**config.mk**
```make
export PLATFORM = sky130hd
export DESIGN_NAME = pong_engine
export DESIGN_NICKNAME = d
export VERILOG_FILES = /design/src/rtl/pong_engine.sv
export SDC_FILE = /design/constraint.sdc
export NUM_CORES = 1
export LEC_CHECK = 0
export BUFFER_PORTS_ARGS = -buffer_cell sky130_fd_sc_hd__buf_2
export CORE_MARGIN = 2
export CORE_UTILIZATION = 60
export CTS_BUF_LIST = sky130_fd_sc_hd__clkbuf_4 sky130_fd_sc_hd__clkbuf_8 sky130_fd_sc_hd__clkbuf_16
export CTS_CLUSTER_DIAMETER = 120
export DETAILED_ROUTE_END_ITERATION = 12
export PLACE_DENSITY_LB_ADDON = 0.15
export SYNTH_ARGS = -nofsm -noshare
export SYNTH_HDL_FRONTEND = slang
export SYNTH_SLANG_ARGS = --single-unit
```
**constraint.sdc**
```tcl
create_clock -name clk -period 5.24 [get_ports clk]
set_clock_uncertainty 0.15 [all_clocks]
set_input_delay 0.262 -clock clk [delete_from_list [all_inputs] [get_ports clk]]
set_output_delay 0.262 -clock clk [all_outputs]
set_load 0.02 [all_outputs]
```
**src/rtl/pong_engine.sv**
```systemverilog
// pong_engine: per-frame game logic for a two-player pong playfield.
// One accepted frame_tick runs the game FSM, then STICK_STEPS stick steps,
// then (in PLAY) one ball step per level, one pixel per clock cycle.
//
// state | meaning
// IDLE  | after reset, waiting for start; ball hidden, scores blank
// SERVE | ball centred and held for SERVE_FRAMES ticks
// PLAY  | ball stepping; exits score, walls and sticks bounce
// OVER  | a player reached WIN_SCORE; ball hidden, waiting for start
module pong_engine #(
    parameter int H_RES        = 640,
    parameter int V_RES        = 480,
    parameter int STICK_SIZE   = 64,
    parameter int STICK_W      = 8,
    parameter int BALL_SIZE    = 8,
    parameter int P1_X         = 16,
    parameter int P2_X         = 616,
    parameter int WIN_SCORE    = 9,
    parameter int MAX_LEVEL    = 15,
    parameter int STICK_STEPS  = 4,
    parameter int SERVE_FRAMES = 60,
    localparam int XW = $clog2(H_RES),
    localparam int YW = $clog2(V_RES)
) (
    input  logic          clk,
    input  logic          rst,
    input  logic          frame_tick,
    input  logic          p1_btup,
    input  logic          p1_btdown,
    input  logic          p2_btup,
    input  logic          p2_btdown,
    input  logic          p1_auto,
    input  logic          p2_auto,
    input  logic          start,
    output logic [YW-1:0] stickp1,
    output logic [YW-1:0] stickp2,
    output logic [XW-1:0] ballx,
    output logic [YW-1:0] bally,
    output logic          ball_visible,
    output logic [3:0]    scorep1,
    output logic [3:0]    scorep2,
    output logic [3:0]    level,
    output logic [1:0]    state,
    output logic          game_over
);

    typedef enum logic [1:0] {
        ST_IDLE  = 2'd0,
        ST_SERVE = 2'd1,
        ST_PLAY  = 2'd2,
        ST_OVER  = 2'd3
    } state_t;

    localparam int PW = $clog2(STICK_STEPS + MAX_LEVEL + 2);
    localparam int CW = $clog2(SERVE_FRAMES + 1);
    localparam int YE = YW + 1;

    localparam logic [YW-1:0] STICK_Y0  = YW'((V_RES - STICK_SIZE) / 2);
    localparam logic [YW-1:0] STICK_MAX = YW'(V_RES - STICK_SIZE);
    localparam logic [XW-1:0] BALL_X0   = XW'((H_RES - BALL_SIZE) / 2);
    localparam logic [YW-1:0] BALL_Y0   = YW'((V_RES - BALL_SIZE) / 2);
    localparam logic [XW-1:0] BALL_XMAX = XW'(H_RES - BALL_SIZE);
    localparam logic [YW-1:0] BALL_YMAX = YW'(V_RES - BALL_SIZE);
    localparam logic [XW-1:0] P1_HIT_X  = XW'(P1_X + STICK_W);
    localparam logic [XW-1:0] P2_HIT_X  = XW'(P2_X - BALL_SIZE);
    localparam logic [XW-1:0] H_HALF    = XW'(H_RES / 2);
    localparam logic [YE-1:0] SS_E      = YE'(STICK_SIZE);
    localparam logic [YE-1:0] T1_E      = YE'(STICK_SIZE / 3);
    localparam logic [YE-1:0] T2_E      = YE'(2 * STICK_SIZE / 3);
    localparam logic [YE-1:0] B_E       = YE'(BALL_SIZE);
    localparam logic [YE-1:0] BH_E      = YE'(BALL_SIZE / 2);
    localparam logic [PW-1:0] PH_STICK  = PW'(STICK_STEPS);
    localparam logic [CW-1:0] SERVE_C   = CW'(SERVE_FRAMES);
    localparam logic [3:0]    WIN4      = 4'(WIN_SCORE);
    localparam logic [3:0]    MAX4      = 4'(MAX_LEVEL);
    localparam logic [1:0]    INC_POS   = 2'b01;
    localparam logic [1:0]    INC_NEG   = 2'b11;

    state_t        st_q, st_d;
    logic [YW-1:0] stick1_q, stick1_d, stick2_q, stick2_d;
    logic [XW-1:0] bx_q, bx_d;
    logic [YW-1:0] by_q, by_d;
    logic [1:0]    incx_q, incx_d, incy_q, incy_d;
    logic          vis_q, vis_d;
    logic [3:0]    sc1_q, sc1_d, sc2_q, sc2_d;
    logic [3:0]    lvl_q, lvl_d, lvl_lat_q, lvl_lat_d;
    logic [CW-1:0] cnt_q, cnt_d;
    logic          busy_q, busy_d;
    logic [PW-1:0] phase_q, phase_d;

    logic [YE-1:0] by_e, s1_e, s2_e, ctr_e;
    logic          p1_up, p1_dn, p2_up, p2_dn;
    logic          wall, hit1, hit2, top1, bot1, top2, bot2;
    logic [XW-1:0] dx;
    logic [YW-1:0] dy;
    logic [3:0]    lvl_up, new_sc;
    logic          enter_serve, pt1, pt2, seq_last;

    // Up wins over down; position saturates at both ends of the playfield.
    function automatic logic [YW-1:0] stick_step(input logic [YW-1:0] s,
                                                 input logic up,
                                                 input logic dn);
        if (up)
            return (s == '0) ? s : s - 1'b1;
        else if (dn)
            return (s >= STICK_MAX) ? s : s + 1'b1;
        else
            return s;
    endfunction

    // Stick controls, hit geometry and ball increments derived from current state.
    always_comb begin
        by_e  = {1'b0, by_q};
        s1_e  = {1'b0, stick1_q};
        s2_e  = {1'b0, stick2_q};
        ctr_e = by_e + BH_E;

        p1_up = p1_auto ? ((bx_q < H_HALF) && (by_e < s1_e + T1_E)) : p1_btup;
        p1_dn = p1_auto ? ((bx_q < H_HALF) && (by_e >= s1_e + T2_E)) : p1_btdown;
        p2_up = p2_auto ? ((bx_q >= H_HALF) && (by_e < s2_e + T1_E)) : p2_btup;
        p2_dn = p2_auto ? ((bx_q >= H_HALF) && (by_e >= s2_e + T2_E)) : p2_btdown;

        wall = ((by_q == '0) && (incy_q == INC_NEG)) ||
               ((by_q == BALL_YMAX) && (incy_q == INC_POS));
        hit1 = (bx_q == P1_HIT_X) && (incx_q == INC_NEG) &&
               (by_e + B_E > s1_e) && (by_e < s1_e + SS_E);
        hit2 = (bx_q == P2_HIT_X) && (incx_q == INC_POS) &&
               (by_e + B_E > s2_e) && (by_e < s2_e + SS_E);
        top1 = ctr_e < s1_e + T1_E;
        bot1 = ctr_e >= s1_e + T2_E;
        top2 = ctr_e < s2_e + T1_E;
        bot2 = ctr_e >= s2_e + T2_E;

        dx     = {{(XW-2){incx_q[1]}}, incx_q};
        dy     = {{(YW-2){incy_q[1]}}, incy_q};
        lvl_up = (lvl_q < MAX4) ? lvl_q + 4'd1 : lvl_q;
    end

    // Frame sequencer, game FSM and ball/stick stepping next-state logic.
    always_comb begin
        st_d        = st_q;
        stick1_d    = stick1_q;
        stick2_d    = stick2_q;
        bx_d        = bx_q;
        by_d        = by_q;
        incx_d      = incx_q;
        incy_d      = incy_q;
        vis_d       = vis_q;
        sc1_d       = sc1_q;
        sc2_d       = sc2_q;
        lvl_d       = lvl_q;
        lvl_lat_d   = lvl_lat_q;
        cnt_d       = cnt_q;
        busy_d      = busy_q;
        phase_d     = phase_q;
        enter_serve = 1'b0;
        pt1         = 1'b0;
        pt2         = 1'b0;
        seq_last    = 1'b0;
        new_sc      = 4'd0;

        if (frame_tick && !busy_q) begin
            busy_d    = 1'b1;
            phase_d   = PW'(1);
            lvl_lat_d = lvl_q;
            unique case (st_q)
                ST_IDLE, ST_OVER: enter_serve = start;
                ST_SERVE: begin
                    if (cnt_q == '0)
                        st_d = ST_PLAY;
                    else
                        cnt_d = cnt_q - 1'b1;
                end
                default: ;
            endcase
            if (enter_serve) begin
                st_d   = ST_SERVE;
                sc1_d  = 4'd0;
                sc2_d  = 4'd0;
                lvl_d  = 4'd1;
                bx_d   = BALL_X0;
                by_d   = BALL_Y0;
                incx_d = INC_POS;
                incy_d = INC_POS;
                vis_d  = 1'b1;
                cnt_d  = SERVE_C;
            end
        end else if (busy_q) begin
            phase_d = phase_q + 1'b1;
            if (phase_q <= PH_STICK) begin
                stick1_d = stick_step(stick1_q, p1_up, p1_dn);
                stick2_d = stick_step(stick2_q, p2_up, p2_dn);
            end else if (st_q == ST_PLAY) begin
                if (bx_q == '0) begin
                    pt2 = 1'b1;
                end else if (bx_q == BALL_XMAX) begin
                    pt1 = 1'b1;
                end else if (wall) begin
                    incy_d = -incy_q;
                end else if (hit1) begin
                    incx_d = INC_POS;
                    lvl_d  = lvl_up;
                    if (top1)
                        incy_d = INC_NEG;
                    else if (bot1)
                        incy_d = INC_POS;
                end else if (hit2) begin
                    incx_d = INC_NEG;
                    lvl_d  = lvl_up;
                    if (top2)
                        incy_d = INC_NEG;
                    else if (bot2)
                        incy_d = INC_POS;
                end else begin
                    bx_d = bx_q + dx;
                    by_d = by_q + dy;
                end
            end

            // A point aborts whatever ball steps remain in this frame.
            if (pt1 || pt2) begin
                new_sc = (pt1 ? sc1_q : sc2_q) + 4'd1;
                if (pt1)
                    sc1_d = new_sc;
                else
                    sc2_d = new_sc;
                if (new_sc == WIN4) begin
                    st_d  = ST_OVER;
                    vis_d = 1'b0;
                end else begin
                    st_d   = ST_SERVE;
                    bx_d   = BALL_X0;
                    by_d   = BALL_Y0;
                    lvl_d  = 4'd1;
                    cnt_d  = SERVE_C;
                    incy_d = INC_POS;
                    incx_d = pt2 ? INC_NEG : INC_POS;
                end
            end

            seq_last = pt1 || pt2 ||
                       (phase_q >= PH_STICK + ((st_q == ST_PLAY) ? PW'(lvl_lat_q) : '0));
            if (seq_last)
                busy_d = 1'b0;
        end
    end

    // State registers with asynchronous reset.
    always_ff @(posedge clk or posedge rst) begin
        if (rst) begin
            st_q      <= ST_IDLE;
            stick1_q  <= STICK_Y0;
            stick2_q  <= STICK_Y0;
            bx_q      <= BALL_X0;
            by_q      <= BALL_Y0;
            incx_q    <= INC_POS;
            incy_q    <= INC_POS;
            vis_q     <= 1'b0;
            sc1_q     <= 4'hF;
            sc2_q     <= 4'hF;
            lvl_q     <= 4'd1;
            lvl_lat_q <= 4'd1;
            cnt_q     <= '0;
            busy_q    <= 1'b0;
            phase_q   <= '0;
        end else begin
            st_q      <= st_d;
            stick1_q  <= stick1_d;
            stick2_q  <= stick2_d;
            bx_q      <= bx_d;
            by_q      <= by_d;
            incx_q    <= incx_d;
            incy_q    <= incy_d;
            vis_q     <= vis_d;
            sc1_q     <= sc1_d;
            sc2_q     <= sc2_d;
            lvl_q     <= lvl_d;
            lvl_lat_q <= lvl_lat_d;
            cnt_q     <= cnt_d;
            busy_q    <= busy_d;
            phase_q   <= phase_d;
        end
    end

    assign stickp1      = stick1_q;
    assign stickp2      = stick2_q;
    assign ballx        = bx_q;
    assign bally        = by_q;
    assign ball_visible = vis_q;
    assign scorep1      = sc1_q;
    assign scorep2      = sc2_q;
    assign level        = lvl_q;
    assign state        = st_q;
    assign game_over    = (st_q == ST_OVER);

endmodule
```
* Yosys cells after proc, flatten, opt, wreduce, memory -nomap -nowiden
Cells that the tools add are included.
** Word-level totals
- Bits of input ports :: 10
- Logic and storage cells :: 240
- Output and inout bits :: 53
- Flip-flop bits (word level) :: 72
** Cells by class
- Eq/ne operators :: 22
- Bitwise operators :: 1
- Reduce and logical (&&, ||, !) cells :: 38
- Muxes and demuxes :: 125
- Magnitude comparators :: 19
- Add/subtract/negate cells :: 20
** Operators with widths (count)
- $mux 9 :: 20
- $mux 10 :: 12
- $mux 4 :: 24
- $mux 2 :: 35
- $mux 6 :: 7
- $lt 9x10->1 :: 4
- $logic_not 9->1 :: 3
- $mux 1 :: 25
- $add 9x5->10 const B :: 2
- $add 9x6->10 const B :: 2
- $add 9x7->10 const B :: 2
- $eq 10x10->1 const B :: 2
- $ge 10x10->1 :: 2
- $ge 9x10->1 :: 2
- $gt 10x9->1 :: 2
- $lt 10x10->1 :: 2
- $add 9x1->9 const B :: 2
- $ge 9x9->1 const B :: 2
- $sub 9x1->9 const B :: 2
- $reduce_and 4->1 :: 4
- $logic_and 1x1->1 :: 13
- $ne 2x2->1 const B :: 6
- $reduce_and 6->1 :: 2
- $reduce_bool 2->1 :: 6
- 32 further kinds :: 42

* Logic depth before layout (Yosys ltp)
Gate-level depths: netlist of run 1.
- Word-level depth :: 15
- Gate-level depth with buffers :: 22
- Depth with buffers taken out :: 21

* Worst setup path after synthesis of run 1
OpenSTA, ideal clock, no wires.
- Kind :: reg-to-reg
- Start point :: register stick2_q[2], in the netlist stickp2[2]
- End point :: register stick2_q[8], in the netlist stickp2[8]
- Setup time :: 0.143 ns
- Cell stages (with the launch flop) :: 20
- Arrival :: 4.437 ns
- Setup slack :: 0.510 ns
- Path through :: dfrtp_1 clkbuf_1 inv_1 ha_1 a21oi_1 o22ai_1 nand2_1 xnor2_1 ha_1 a211o_1 o311a_1 o21bai_1 ha_1 a21o_1 a21oi_1 o21ai_0 o41ai_1 xor2_1 o21ai_0 o41ai_1
** Between the ends
- Cells in the longest elaborated chain, start to end :: 6
- Elaborated cells on any way between the ends :: 20
- Those cells by class :: add/sub: 4; order compare: 3; eq/ne: 2; mux: 6; reduce/logical: 5
** Ends and longest elaborated chain
- start: declaration :: RTL line 80 : logic [YW-1:0] stick1_q, stick1_d, stick2_q, stick2_d;
- start signal: assignment :: RTL line 269 : stick2_q <= stick2_d;
- $add 9x5->10 or $add 9x6->10 (tied branches) :: RTL line 120, 121
- $lt 9x10->1 or $ge 9x10->1 (tied branches) :: RTL line 120, 121
- $logic_and 1x1->1 (on tied branches) :: RTL line 120, 121
- $mux 1 (on tied branches) :: RTL line 120, 121
- $ne 2x2->1 (no source line) or $reduce_bool 2->1 (tied branches)
- $reduce_and 6->1 (no source line)
Parallel ways exist; a longest one is shown, timed or not. The select of a mux whose other input is x is not followed.
A chain may end at the register's enable or synchronous reset.

* Worst setup path in the final report of run 1
Ends and elaborated chain as after synthesis.

==> impl_metrics.csv, run 1 <==
group,metric,value,unit
run_status,status,"finished clean",
sta,drv_slew,0,
setup_path,cp_max_fo,10,
route,avgViaCountPerCell,6.193,
logic_synthesis,synth_seq_cells,72,
setup_path,path_delay_family,"compound AO/OA/AOI/OAI gates",
grt,antenna_found_initial,0,
power_and_ir_drop,power_density,586.8,nW/um^2
cells_and_area,drive_gt1_frac,0.1353,
setup_path,cp.depth,18,
clock_network,cts_tree,"done",
logic_synthesis,yosysWarnings,0,
sta,rsz0062_at_grt,"false",
job,maxCapViolCount,0,
floorplan,rows,42,
setup_path,critPathMaxStageDelay,0.52,ns
placed_design,place_congestion,0.9879,
setup_path,required,5.32,ns
power_and_ir_drop,vdd_drop_max,478.1,uV
route,drtIter0Drc,508,
setup_path,critPathKind,"flop to flop",
logic_synthesis,synthTopCellsByArea,"ha_1 24%, dfrtp_1 14%, dfstp_2 9.0%, xnor2_1 5.3%, a21oi_1 3.4%",
clock_network,clkSinkCount,72,
cells_and_area,nNetsFinal,1162,
hold_path,holdPathStages,3,
clock_network,clk_latency,0.35,ns
sta,fin_setup_tns,0,ns
sta,finalHoldViolCount,0,
hold_path,holdCritStartpoint,"start",
sta,period_needed,4.624,ns
setup_path,path_buf_inv,2,
setup_path,crit_slowest_cell,"dfrtp_1",
setup_path,crit_start,"stickp2[2]$_DFFE_PP0P_",
route,first_pass_iters,5,
setup_path,worstSetupStartpointType,"flop",
logic_synthesis,syn_nets,1100,
clock_network,cts_setup_buffers,0,
route,drc,0,
hold_path,hold_path.class,"input port to flop",
logic_synthesis,synth_top_area_share,0.2381,
cells_and_area,fillCellCount,1147,
clock_network,clkTransAtPathRegs,0.06,ns
logic_synthesis,async_flop_share,1.000,
floorplan,ioPinCount,63,
floorplan,die_h,120.5,microns
route,wl_per_cell,17.77,microns
grt,grt_pass1_vias,7009,
clock_network,cts_buffers,9,
sta,period_share,0.8824,
setup_path,rr_worst_depth,18,
cells_and_area,fin_util,0.6796,
route,via_count,7271,
logic_synthesis,synth_cells,931,
sta,tightestPinTransition,0.8935,ns
floorplan,start_util,0.6152,
route,wl,20870,microns
setup_path,cp_cell_sequence,"inv_1 > ha_1 > a21oi_1 > o22ai_1 > nand2_1 > xnor2_1 > ha_1 > a211o_1 > o311a_1 > o21bai_1 > buf_4 > ha_1 > a21o_1 > a21oi_1 > o21ai_0 > o41ai_1 > xor2_1 > o41ai_1",
clock_network,cts_root_buffer,"clkbuf_16",
sta,fin_hold_ws,0.1670,ns
sta,clock.fmax,0.2163,GHz
logic_synthesis,synth.avg_cell_area,8.750,sq um
logic_synthesis,netlist_area,8147,sq um
setup_path,regToRegStartpoint,"stickp2[2]$_DFFE_PP0P_",
sta,setup_viol,0,
setup_path,critPathCaptureType,"flop",
grt,grt_pass1_wl,34900,microns
cells_and_area,n_antenna_cell,0,
power_and_ir_drop,p_leak,0.004043,uW
floorplan,dieArea,14530,sq um
floorplan,core,13240,sq um
cells_and_area,areaGrowthSynthToFinish,10.47,%
clock_network,h-tree-depth,3,
placed_design,io_buffers,62,
logic_synthesis,synthDistinctLibCells,74,
clock_network,clockBufferDepth,2,
floorplan,die_x,120.5,microns
grt,grt_max_degree,50,
grt,grt_util_all_layers,0.2970,
logic_synthesis,synth_edf_count,0,
placed_design,place_hpwl,16010,microns
logic_synthesis,yosysTopAreaCell,"ha_1",
logic_synthesis,synth_ff_type,"dfrtp_1",
logic_synthesis,ys_seq_area_frac,0.2255,
setup_path,crit_top_cell,"ha_1",
setup_path,worst_ep_arrival_time,4.70,ns
grt,gr-total-overflow,0,
route,ant_nets,0,
sta,relSlewSlack,0.4031,
## metal layers
layer  global-route usage  wire length [microns]  up-vias
li1                     -                      -     3573
met1               0.4213                   9970     3447
met2               0.4661                   9238      212
met3              0.03302                   1089       39
met4               0.1112                    567        0
met5                    0                      0        -
## sequential cells by signal, indices dropped and copies added, names as in the netlist
register      cells
state             2
incy_q            2
stickp1           9
cnt_q             6
ballx            10
phase_q           5
scorep1           4
lvl_lat_q         4
stickp2           9
incx_q            2
level             4
scorep2           4
ball_visible      1
bally             9
busy_q            1
## timing repair
item,CTS,global route
gates resized for setup,0,0
hold endpoints to repair,11,0
hold buffers,1,0
endpoints found under the setup margin,0,0
## final timing paths
| check | slack (ns) | end |
|---|---|---|
| setup / recovery | 0.62 | stickp2[8]$_DFFE_PP0P_ |
| hold / removal | 0.17 | ball_visible$_DFFE_PP0P_ |
| setup reg to reg | 0.62 | stickp2[8]$_DFFE_PP0P_ |
| hold reg to reg | 0.31 | lvl_lat_q[0]$_DFFE_PP1P_ |
| max in group asynchronous | 3.58 | stickp1[0]$_DFFE_PP0P_ |
| min in group asynchronous | 0.33 | cnt_q[0]$_DFFE_PP0P_ |
## area by class of cell
type	count	area, sq um	share of cell area
multi-input combinational	784	6027	0.6697
clock inverter	6	90.09	0.01001
timing repair buffer	71	380.4	0.04226
clock buffer	10	239.0	0.02655
tap	176	220.2	0.02447
sequential	72	1837	0.2041
inverter	55	206.4	0.02294
## worst reg2reg max path: cells and delay by family (launching register included)
family / cells / cell delay [ns]
AOI/OAI and AO/OA: 10 / 2.32
xor gates and xnor gates: 2 / 0.31
adders and majority gates: 3 / 0.77
buffers and inverters: 2 / 0.33
DFF: 1 / 0.52
and+or+nand+nor: 1 / 0.10
## synth_stat cells (5+ instances only)
| library cell | instances |
|---|---|
| dfrtp_1 | 44 |
| inv_1 | 54 |
| mux2i_1 | 8 |
| nand2_1 | 74 |
| xor2_1 | 25 |
| o21ai_0 | 56 |
| o31ai_1 | 10 |
| and3_1 | 10 |
| ha_1 | 155 |
| nor3_1 | 21 |
| o41ai_1 | 5 |
| o21bai_1 | 5 |
| o21ai_1 | 5 |
| a211oi_1 | 8 |
| a2bb2oi_1 | 7 |
| a21oi_1 | 56 |
| nor2_1 | 47 |
| and2_1 | 9 |
| nand3_1 | 22 |
| mux2_2 | 5 |
| o211ai_1 | 11 |
| o21a_1 | 16 |
| nor3b_1 | 5 |
| xnor2_1 | 49 |
| nand2b_1 | 12 |
| a22o_1 | 13 |
| or3_1 | 9 |
| and4_1 | 5 |
| a31oi_1 | 15 |
| nand4_1 | 8 |
| a21o_1 | 21 |
| nor2b_1 | 15 |
| dfstp_2 | 28 |
| clkbuf_1 | 17 |
## logic make-up (layout without fill, tap and decap cells)
| family | after synthesis | in the layout | synth area share |
|---|---|---|---|
| AO/OA/AOI/OAI | 272 | 272 | 0.2249 |
| AND/OR/NAND/NOR | 263 | 263 | 0.1671 |
| adder cells (fa/ha/maj) | 162 | 162 | 0.2516 |
| buffers and inverters | 75 | 142 | 0.03471 |
| XOR/XNOR | 74 | 74 | 0.07956 |
| flip-flops | 72 | 72 | 0.2255 |
| multiplexers | 13 | 13 | 0.01674 |
## report_power, final
part | switching, uW | total (uW) | internal [uW]
Combinational | 1970 | 3530 | 1560
Clock | 261 | 694 | 433
Sequential | 320 | 1060 | 742
Total | 2550 | 5280 | 2730
## through the flow
stage          total power (uW)  worst slack, ns  instance area (sq um)  cells
4_1_cts                    5264           0.6424                   9000   1174
5_1_grt                    5798           0.2151                   9000   1174
6_report                   5281           0.6160                   9000   1174
3_3_place_gp               4463           0.8247                   8661   1157
3_5_place_dp               4533           0.6923                   8661   1157
2_1_floorplan              3687           0.5099                   8147    931
## placed cells by master, fill, tap and decap left out, types with 22 or more instances in the layout
master / netlist / layout
a21oi_1: 56 / 56
buf_2: 1 / 62
dfrtp_1: 44 / 44
dfstp_2: 28 / 28
ha_1: 155 / 155
inv_1: 54 / 53
nand2_1: 74 / 74
nand3_1: 22 / 22
nor2_1: 47 / 47
o21ai_0: 56 / 56
xnor2_1: 49 / 49
xor2_1: 25 / 25
No activity file was read; power rests on OpenSTA's default activity.
==> inputs of run 2 (changes only) <==
--- a/config.mk
+++ b/config.mk
@@ -5,13 +5,14 @@
 export SDC_FILE = /design/constraint.sdc
 export NUM_CORES = 1
 export LEC_CHECK = 0
+export ABC_AREA = 1
 export BUFFER_PORTS_ARGS = -buffer_cell sky130_fd_sc_hd__buf_2
 export CORE_MARGIN = 2
 export CORE_UTILIZATION = 60
 export CTS_BUF_LIST = sky130_fd_sc_hd__clkbuf_4 sky130_fd_sc_hd__clkbuf_8 sky130_fd_sc_hd__clkbuf_16
 export CTS_CLUSTER_DIAMETER = 120
 export DETAILED_ROUTE_END_ITERATION = 12
-export PLACE_DENSITY_LB_ADDON = 0.15
+export PLACE_DENSITY = 0.86
 export SYNTH_ARGS = -nofsm -noshare
 export SYNTH_HDL_FRONTEND = slang
 export SYNTH_SLANG_ARGS = --single-unit
==> impl_metrics.csv, run 2 <==
group,metric,value,unit
route,drc,0,
clock_network,h-tree-depth,3,
logic_synthesis,synthTopCellsByArea,"ha_1 22%, nand2_1 13%, dfrtp_1 12%, dfstp_2 8.3%, inv_1 6.4%",
setup_path,regToRegStartpoint,"stickp2[2]$_DFFE_PP0P_",
setup_path,worst_ep_arrival_time,4.63,ns
route,wl,23080,microns
clock_network,cts_tree,"done",
grt,grt_pass1_vias,8116,
logic_synthesis,synth_common_cells,"318 x nand2_1, 155 x ha_1, 151 x inv_1, 102 x nand3_1, 94 x nor2_1",
sta,period_needed,4.479,ns
sta,fin_hold_ws,-0.004739,ns
cells_and_area,seq_area,1837,sq um
logic_synthesis,yosysTopAreaCell,"ha_1",
cells_and_area,fillCellCount,1272,
setup_path,worstSetupStartpointType,"flop",
placed_design,place_congestion,0.9682,
clock_network,cts_root_buffer,"clkbuf_16",
floorplan,die_h,125.9,microns
floorplan,ioPinCount,63,
sta,fin_setup_tns,0,ns
setup_path,cp_max_fo,11,
setup_path,critPathMaxStageDelay,0.46,ns
setup_path,rr_worst_depth,26,
sta,clock.fmax,0.2232,GHz
clock_network,cts_buffers,9,
grt,gr-total-overflow,0,
clock_network,cts_setup_buffers,0,
cells_and_area,multiInputGateArea,6350,sq um
setup_path,r2r_slack,0.76,ns
grt,grt_pass1_wl,38920,microns
sta,period_share,0.8549,
grt,grt_max_degree,45,
sta,drv_slew,0,
placed_design,place_hpwl,17520,microns
cells_and_area,layout_common_cells,"318 x nand2_1, 155 x ha_1, 150 x inv_1, 102 x nand3_1, 94 x nor2_1",
logic_synthesis,synthDistinctLibCells,58,
placed_design,io_buffers,62,
cells_and_area,nNetsFinal,1484,
floorplan,start_util,0.6135,
grt,antenna_found_initial,0,
setup_path,reg2reg_to,"stickp2[7]$_DFFE_PP1P_",
job,maxCapViolCount,0,
route,avgViaCountPerCell,5.729,
logic_synthesis,netlist_area,8916,sq um
sta,rsz0062_at_grt,"false",
logic_synthesis,synth.avg_cell_area,7.087,sq um
floorplan,dieArea,15850,sq um
grt,grt_util_all_layers,0.2968,
sta,relSlewSlack,0.3432,
route,via_count,8617,
sta,tightestPinTransition,0.9837,ns
clock_network,clk_latency,0.35,ns
cells_and_area,drive_gt1_frac,0.1258,
logic_synthesis,yosysMostFrequentCell,"nand2_1",
setup_path,crit_top_cell,"nand2_1",
clock_network,clkSinkCount,72,
setup_path,critPathCaptureType,"flop",
setup_path,crit_slowest_cell,"dfrtp_1",
route,wl_per_cell,15.35,microns
clock_network,clockBufferDepth,2,
floorplan,die_x,125.9,microns
clock_network,cts_resized,0,
clock_network,clkTransAtPathRegs,0.07,ns
logic_synthesis,async_flop_share,1.000,
floorplan,core,14530,sq um
logic_synthesis,ys_seq_area_frac,0.2060,
run_status,status,"finished, violations left",
cells_and_area,areaGrowthSynthToFinish,8.532,%
hold_path,hold_path.class,"input port to asynchronous set/reset pin",
route,first_pass_iters,5,
setup_path,path_delay_family,"simple AND/OR/NAND/NOR gates",
floorplan,rows,44,
route,ant_nets,0,
clock_network,holdBufCountCts,0,
cells_and_area,largest_reg_flops,10,
cells_and_area,n_antenna_cell,0,
logic_synthesis,synth_seq_cells,72,
setup_path,critPathKind,"flop to flop",
route,drtIter0Drc,587,
cells_and_area,final_common_cell,"nand2_1",
sta,finalHoldViolCount,9,
run_status,violations,"negative hold slack",
logic_synthesis,synth_cells,1258,
logic_synthesis,synth_edf_count,0,
logic_synthesis,synth_top_area_share,0.2175,
setup_path,required,5.39,ns
sta,setup_viol,0,
logic_synthesis,syn_nets,1427,
logic_synthesis,synth_ff_type,"dfrtp_1",
setup_path,path_buf_inv,2,
logic_synthesis,yosysWarnings,0,
==> run 2: changes by cell type after synthesis, sizes merged, moves of 19 or more <==
cell / previous run / this run
nand2: 74 / 326
nand3: 22 / 106
xnor2: 49 / 12
nor2: 47 / 99
a21o: 21 / 2
inv: 55 / 162
a21oi: 56 / 81
==> run 2: worst max path at each step <==
stage	startpoint	end	slack, ns	depth (start not counted)
final	stickp2[2]$_DFFE_PP0P_	stickp2[7]$_DFFE_PP1P_	0.76	26
after global routing	stickp2[2]$_DFFE_PP0P_	stickp2[7]$_DFFE_PP1P_	0.31	26
after floorplan	stickp2[2]$_DFFE_PP0P_	stickp2[8]$_DFFE_PP0P_	1.25	29
after detailed placement	stickp2[2]$_DFFE_PP0P_	stickp2[8]$_DFFE_PP0P_	0.83	29
after CTS	stickp2[2]$_DFFE_PP0P_	stickp2[7]$_DFFE_PP1P_	0.82	26
after global placement	stickp2[2]$_DFFE_PP0P_	stickp2[8]$_DFFE_PP0P_	1.01	29
==> run 2: routing by layer <==
layer | GRT usage | wire length, microns | vias to the layer above
met4 | 0.1273 | 865 | 0
met3 | 0.03568 | 1346 | 65
met2 | 0.4829 | 10430 | 292
met1 | 0.3996 | 10440 | 3941
li1 | - | - | 4319
met5 | 0 | 0 | -
==> run 2: layout make-up <==
cell class,count,share of cell area
multi-input cells,1004,0.6562
flip-flops and latches,72,0.1898
clock inverters,7,0.008792
clock buffers,9,0.02327
repair buffers,65,0.03439
inverters,163,0.06374
well taps,184,0.02379
==> run 2: cell families (layout without fill, tap and decap cells) <==
logic type / after synthesis / after routing / share of synthesized area
compound gates: 205 / 205 / 0.1413
buf+inv: 182 / 244 / 0.08181
flops: 72 / 72 / 0.2060
simple gates: 582 / 582 / 0.2849
fa+ha+maj: 159 / 159 / 0.2265
xor+xnor: 52 / 52 / 0.05192
mux: 6 / 6 / 0.007577
==> run 2: through the flow <==
step	instances	cell area [sq um]	util	setup slack [ns]	hold slack [ns]
2_1_floorplan	1258	8916	-	1.250	0.2930
3_3_place_gp	1488	9366	0.6445	1.006	0.3162
3_5_place_dp	1488	9366	0.6445	0.8274	0.3271
4_1_cts	1504	9677	0.6658	0.8170	0.02050
5_1_grt	1504	9677	0.6658	0.3138	0.09016
6_report	1504	9677	0.6658	0.7605	-0.004739
==> run 2: worst register-to-register path: cells and delay by family (launching register included) <==
kind	cells	cell delay (ns)
compound gates	7	1.15
xor+xnor	2	0.35
fa+ha+maj	3	0.82
buf+inv	2	0.21
flops	1	0.46
simple gates	12	1.28
Power of run 2 is not shown: default switching activity piles up to over one toggle a cycle in this logic, so the estimate is an artifact.
